===== config.mk =====
export PLATFORM = sky130hd
export DESIGN_NAME = lfsr4_gen
export DESIGN_NICKNAME = d
export VERILOG_FILES = /design/src/rtl/lfsr_pkg.sv /design/src/rtl/lfsr4_gen.sv
export SDC_FILE = /design/constraint.sdc
export NUM_CORES = 1
export LEC_CHECK = 0
export CAP_MARGIN = 30
export CORE_AREA = 3 3 40 42
export CTS_BUF_LIST = sky130_fd_sc_hd__clkbuf_8
export DETAILED_ROUTE_END_ITERATION = 8
export DIE_AREA = 0 0 43 45
export HOLD_SLACK_MARGIN = 0.03
export PLACE_DENSITY_LB_ADDON = 0.12
export RECOVER_POWER = 50
export SETUP_SLACK_MARGIN = 0.4
export SLEW_MARGIN = 30
export SYNTH_ARGS = -nofsm -noshare
export SYNTH_HDL_FRONTEND = slang
export SYNTH_SLANG_ARGS = --single-unit

===== constraint.sdc =====
create_clock -name clk -period 1.4 [get_ports clk]
set_input_delay 0.28 -clock clk [delete_from_list [all_inputs] [get_ports clk]]
set_output_delay 0.28 -clock clk [all_outputs]
set_load 0.005 [all_outputs]

===== src/rtl/lfsr_pkg.sv =====
// Shared definitions for the LFSR receive checker: default sizes, FSM states
// and the LFSR tap set.
package lfsr_pkg;

  localparam int WIDTH_DEF     = 4;
  localparam int GEN_STEPS_DEF = 8;
  localparam int TIMEOUT_DEF   = 32;

  // Feedback taps live on register bits 2, 1 and 0.
  localparam logic [2:0] TAP_MASK = 3'b111;

  typedef enum logic [1:0] {
    ST_IDLE   = 2'd0,
    ST_ACTIVE = 2'd1,
    ST_CHECK  = 2'd2
  } state_e;

endpackage


===== src/rtl/lfsr4_gen.sv =====
// LFSR register plus step counter; shifts right with feedback into the MSB
// until GEN_STEPS steps have been applied since the last load.
module lfsr4_gen
  import lfsr_pkg::*;
#(
  parameter int WIDTH     = WIDTH_DEF,
  parameter int GEN_STEPS = GEN_STEPS_DEF
) (
  input  logic             clk,
  input  logic             rst,
  input  logic             load,
  input  logic [WIDTH-1:0] seed,
  input  logic             step_en,
  output logic [WIDTH-1:0] value,
  output logic             steps_done
);

  localparam int SW = $clog2(GEN_STEPS + 1);
  localparam logic [SW-1:0] STEPS_MAX = SW'(GEN_STEPS);

  logic [WIDTH-1:0] value_q, value_d;
  logic [SW-1:0]    steps_q, steps_d;
  logic             fb;

  assign fb = ^(value_q[2:0] & TAP_MASK);

  always_comb begin
    value_d = value_q;
    steps_d = steps_q;
    if (load) begin
      value_d = seed;
      steps_d = '0;
    end else if (step_en && (steps_q != STEPS_MAX)) begin
      value_d = {fb, value_q[WIDTH-1:1]};
      steps_d = steps_q + SW'(1);
    end
  end

  always_ff @(posedge clk) begin
    if (rst) begin
      value_q <= '0;
      steps_q <= '0;
    end else begin
      value_q <= value_d;
      steps_q <= steps_d;
    end
  end

  assign value      = value_q;
  assign steps_done = (steps_q == STEPS_MAX);

endmodule


### Word level (Yosys, flattened, before mapping)

Cells that the tools add are included.

| storage, ports and cells | value |
|---|---|
| register bits after elaboration | 8 |
| output and inout bits | 5 |
| input bits | 8 |

| operators by class | value |
|---|---|
| eq/ne operators | 2 |
| multiplexer cells | 2 |
| add/subtract/negate cells | 1 |
| reductions and logical operators | 4 |

Operators with widths:

| kind | number |
|---|---|
| $mux W4 | 2 |
| $add A4 B1 Y4 const B | 1 |
| $eq A4 B4 Y1 const B | 1 |
| $ne A4 B4 Y1 const B | 1 |
| $reduce_xor A3 Y1 | 1 |
| $reduce_bool A2 Y1 | 1 |
| $reduce_or A2 Y1 | 1 |
| $logic_and A1 B1 Y1 | 1 |

### Logic depth before layout (Yosys ltp)

| depth | value |
|---|---|
| depth after elaboration | 4 |
| gate-level depth with buffers | 6 |

### Worst setup path before layout

OpenSTA, ideal clock, no wires.

| timing path | value |
|---|---|
| path kind | register to register |
| start | reg steps_q[0] |
| end | reg steps_q[2] |
| buffers on the path | 0 |
| cell stages (with the launch flop) | 7 |
| path slack | 0.034 ns |
| data arrival time | 1.297 ns |
| period minus slack after synthesis | 1.366 ns |
| cell sequence | dfxtp_1 > inv_1 > ha_1 > nand3b_4 > inv_4 > or4_1 > a21oi_1 |

| on the way | value |
|---|---|
| word-level cells in the longest chain between the ends | 2 |
| elaborated cells on any way between the ends | 3 |
| classes of those cells | add/sub (1); eq/ne (1); reduce/logical (1) |

Ends and longest elaborated chain:

| item | line | text |
|---|---|---|
| start, declared | lfsr4_gen.sv:22 | `logic [SW-1:0] steps_q, steps_d;` |
| start signal, assigned | lfsr4_gen.sv:45 | `steps_q <= steps_d;` |
| branches (longest 2 deep; another with $add A4 B1 Y4) | -- |  |

Parallel ways; which one is timed is not known.
A chain may end at the register's enable or synchronous reset.

### Worst setup path after layout

| timing path | value |
|---|---|
| start | reg steps_q[1] |
| end | reg steps_q[2] |

The elaborated chain is that of the path after synthesis.

==> flow_metrics.env <==
export IMPL_run_status="complete, but fails checks"
export IMPL_failing_checks="negative setup slack"
export IMPL_required_ps=1550
export IMPL_globalRouteTotalUtil_pct=15.69
export IMPL_timing_critical_path_buf_inv=2
export IMPL_r2r_end="steps_q[2]"
export IMPL_r2r_start="steps_q[1]"
export IMPL_grt_antenna_before_repair=0
export IMPL_power_combinational_fraction_pct=17.7
export IMPL_ir_worst_vdd_mv=0.4663
export IMPL_static_leakage_power_nw=0.3211
export IMPL_holdPathStages=2
export IMPL_synth_main_ff_cell="sky130_fd_sc_hd__dfxtp_1"
export IMPL_crit_path_max_incr_delay_ps=550
export IMPL_finalCritPeriodShare_pct=104.2
export IMPL_num_io_pins=13
export IMPL_gp_congestion=0.6833
export IMPL_pwr_share_seq_pct=38.8
export IMPL_finClkSkew_ps=1.288
export IMPL_yosys_cell_count_top_type="sky130_fd_sc_hd__dfxtp_1"
export IMPL_clock_tree_buffer_depth=2
export IMPL_worstSkewPairLatency_ps=230
export IMPL_detail_route_wirelength_um=1435
export IMPL_post_detailed_route_wirelength_per_cell_um=15.60
export IMPL_cp_data_arrival_time_ps=1610
export IMPL_timing_critical_path_to_type="register"
export IMPL_drt_antenna_violating_nets=0
export IMPL_fraction_of_final_layout_cells_sized_beyond_drive_strength_1_pct=59.74
export IMPL_net_switching_power_mw=0.1520
export IMPL_die_area_mm2=0.001935
export IMPL_grt_first_pass_wirelength_um=2194
export IMPL_power_internal_mw=0.4944
export IMPL_clock_sink_count=8
export IMPL_postLayoutSetupSlackWorst_ps=-59.28
export IMPL_yosysSeqAreaShare_pct=37.65
export IMPL_diodes=0
export IMPL_drt_vias_per_instance=5.217
export IMPL_rows=13
export IMPL_synth_warnings=0
export IMPL_synth_cell_area_um2=425.4
export IMPL_setup_tns_final_ps=-59.28
export IMPL_grt_max_degree=9
export IMPL_initial_core_util_pct=33.11
export IMPL_dp_final_hpwl_um=841
export IMPL_coreArea_mm2=0.001285
export IMPL_fin_crit_ps=1459
export IMPL_drv_slew=0
export IMPL_cts_reportedPaths_clkPinSlew_ps=40
export IMPL_critical_path_top_delay_cell="sky130_fd_sc_hd__or4_4"
export IMPL_r2r_setup_slack_ps=-60
export IMPL_synth_common_cells="sky130_fd_sc_hd__dfxtp_1, sky130_fd_sc_hd__nand3_1, sky130_fd_sc_hd__nor2_1"
export IMPL_final_report_hold_violation_count=0
export IMPL_grt_pass1_vias=465
export IMPL_grt_ovfl_total=0
export IMPL_nNetsFinal=89
export IMPL_syn_num_nets=58
export IMPL_critical_path_max_fanout=3
export IMPL_chipHeight_um=45
export IMPL_yosysTopAreaCell="sky130_fd_sc_hd__dfxtp_1"
export IMPL_area_growth_pct=87.06
export IMPL_drc=0
export IMPL_ys_seq_elements=8
export IMPL_worstPathCellList="buf_6 > ha_4 > clkinvlp_4 > or4_4 > a21oi_2"
export IMPL_initialDrtViolationCount=7
export IMPL_drv_cap=0
export IMPL_postSynth_asyncResetShare_pct=0
export IMPL_worst_hold_path_endpoint="value[2]"
export IMPL_hold_class="reg -> reg"
export IMPL_cts_tree="done"
export IMPL_clockRootBuffer="sky130_fd_sc_hd__clkbuf_8"
export IMPL_synthesis_instances=48
export IMPL_cts_htree_levels=1
export IMPL_fmax_mhz=685.3
export IMPL_setup_viol=1
export IMPL_layout_filler_cells=109
export IMPL_grt_setup_unrepaired="yes"
export IMPL_swShare_pct=23.52
export IMPL_worst_path_dominant_cell_family="simple AND/OR/NAND/NOR gates"
export IMPL_crit_type="reg -> reg"
export IMPL_power_density_mw_per_mm2=812.4
export IMPL_synth_top_area_share_pct=37.65
export IMPL_timing_slew_headroom_pct=78.08
export IMPL_synth_distinct_cells=19
export IMPL_cts_made_buffers=3
export IMPL_power_frac_clock_pct=43.5
export IMPL_portBuffers=12
export IMPL_hold_worst_slack_ps=519.8
export IMPL_ff2ff_path_depth=5
export IMPL_floorplan_die_width_um=43
export IMPL_netlist_top_cells_area="sky130_fd_sc_hd__dfxtp_1, sky130_fd_sc_hd__a311oi_1, sky130_fd_sc_hd__nand3_1"
export IMPL_worst_slew_pin_transition_ps=325.3
export IMPL_critPathLaunchType="register"
export IMPL_total_vias_in_the_final_route=480
export IMPL_min_delay_start="value[2]"
export IMPL_detailedRoute_firstPassIterationCount=4
export IMPL_count_of_flip_flops_with_a_built_in_enable_after_synthesis=0
export IMPL_postSynthAreaPerCell_um2=8.863
worst max path at each step:
stage            endpoint  startpoint  cells after the start
2_1_floorplan  steps_q[2]  steps_q[0]                      6
5_1_grt        steps_q[2]  steps_q[1]                      5
6_report       steps_q[2]  steps_q[1]                      5
4_1_cts        steps_q[2]  steps_q[0]                      7
3_3_place_gp   steps_q[2]     step_en                      4
3_5_place_dp   steps_q[2]     step_en                      4
timing repair:
| action | 4_1_cts | 5_1_grt |
|---|---|---|
| buffers inserted | 4 | 2 |
| hold buffers | 0 | 0 |
| resized for setup | 36 | 12 |
| pin swaps | 6 | 11 |
| endpoints found under the setup margin | 13 | 9 |
registers in the layout, indices dropped and copies added (netlist names):
signal,count
steps_q,4
value,4
cells in the final DEF (no fill, tap or decap):
| cell type | n |
|---|---|
| sky130_fd_sc_hd__xor3_1 | 1 |
| sky130_fd_sc_hd__a21oi_2 | 1 |
| sky130_fd_sc_hd__a311oi_2 | 3 |
| sky130_fd_sc_hd__clkbuf_8 | 3 |
| sky130_fd_sc_hd__or2_4 | 1 |
| sky130_fd_sc_hd__o21ai_0 | 1 |
| sky130_fd_sc_hd__buf_6 | 7 |
| sky130_fd_sc_hd__buf_4 | 9 |
| sky130_fd_sc_hd__dfxtp_2 | 3 |
| sky130_fd_sc_hd__nor2_1 | 5 |
| sky130_fd_sc_hd__inv_1 | 1 |
| sky130_fd_sc_hd__clkdlybuf4s50_1 | 6 |
| sky130_fd_sc_hd__clkinvlp_4 | 1 |
| sky130_fd_sc_hd__or4_4 | 1 |
| sky130_fd_sc_hd__buf_2 | 4 |
| sky130_fd_sc_hd__nand3b_4 | 1 |
| sky130_fd_sc_hd__dfxtp_1 | 5 |
| sky130_fd_sc_hd__o21ai_2 | 6 |
| sky130_fd_sc_hd__dlygate4sd2_1 | 1 |
| sky130_fd_sc_hd__xor2_1 | 1 |
| sky130_fd_sc_hd__inv_2 | 3 |
| sky130_fd_sc_hd__inv_4 | 1 |
| sky130_fd_sc_hd__nand3_1 | 6 |
| sky130_fd_sc_hd__a21oi_1 | 2 |
| sky130_fd_sc_hd__a311oi_1 | 1 |
| sky130_fd_sc_hd__ha_4 | 2 |
| sky130_fd_sc_hd__nand4_1 | 1 |
cell type report:
type                    count  area [um2]  area share (%)
repair buffers             27       235.2           29.56
inverters                   6       28.78           3.616
well taps                  15       18.77           2.358
clock buffers               3       41.29           5.189
multi-input cells          33       307.8           38.68
flip-flops and latches      8       163.9           20.60
worst register-to-register path, cell delays in order, from the launching register on:
cell and delay (ps):
sky130_fd_sc_hd__dfxtp_2 340, sky130_fd_sc_hd__buf_6 120, sky130_fd_sc_hd__ha_4 140, sky130_fd_sc_hd__clkinvlp_4 80
sky130_fd_sc_hd__or4_4 550, sky130_fd_sc_hd__a21oi_2 160
metal layers:
layer | part of all wire (%) | wire length [um] | global-route usage [%]
met5 | 0 | 0 | 0
met4 | 2.6 | 37 | 7.229
met3 | 5.9 | 85 | 3.984
met2 | 53 | 758 | 27.84
met1 | 39 | 554 | 17.72
kinds of logic after synthesis:
| group | after synthesis | share of synthesized area, % |
|---|---|---|
| flip-flops | 8 | 37.65 |
| AND/OR/NAND/NOR | 15 | 20.89 |
| AO/OA/AOI/OAI | 14 | 20.00 |
| buffers and inverters | 7 | 7.941 |
| adder cells (fa/ha/maj) | 2 | 5.881 |
| XOR/XNOR | 2 | 7.647 |
power groups by stage:
stage	combinational, mW	sequential, mW	clock, mW
4_1_cts	0.103	0.251	0.289
5_1_grt	0.123	0.252	0.306
2_1_floorplan	0.0446	0.253	0
3_3_place_gp	0.100	0.253	0
3_5_place_dp	0.101	0.253	0
6_report	0.114	0.251	0.281
per-stage QoR:
stage          utilization [%]  total power, mW  std cells  instance area, um2  worst slack [ps]
2_1_floorplan                -           0.2977         48               440.4             148.5
3_3_place_gp             49.76           0.3532         83               639.4            -50.44
3_5_place_dp             49.76           0.3538         83               639.4            -97.17
4_1_cts                  56.77           0.6427         90               729.5             7.704
5_1_grt                  61.93           0.6811         92               795.8            -92.74
6_report                 61.93           0.6465         92               795.8            -59.28
Power figures use the tool's default switching activity.
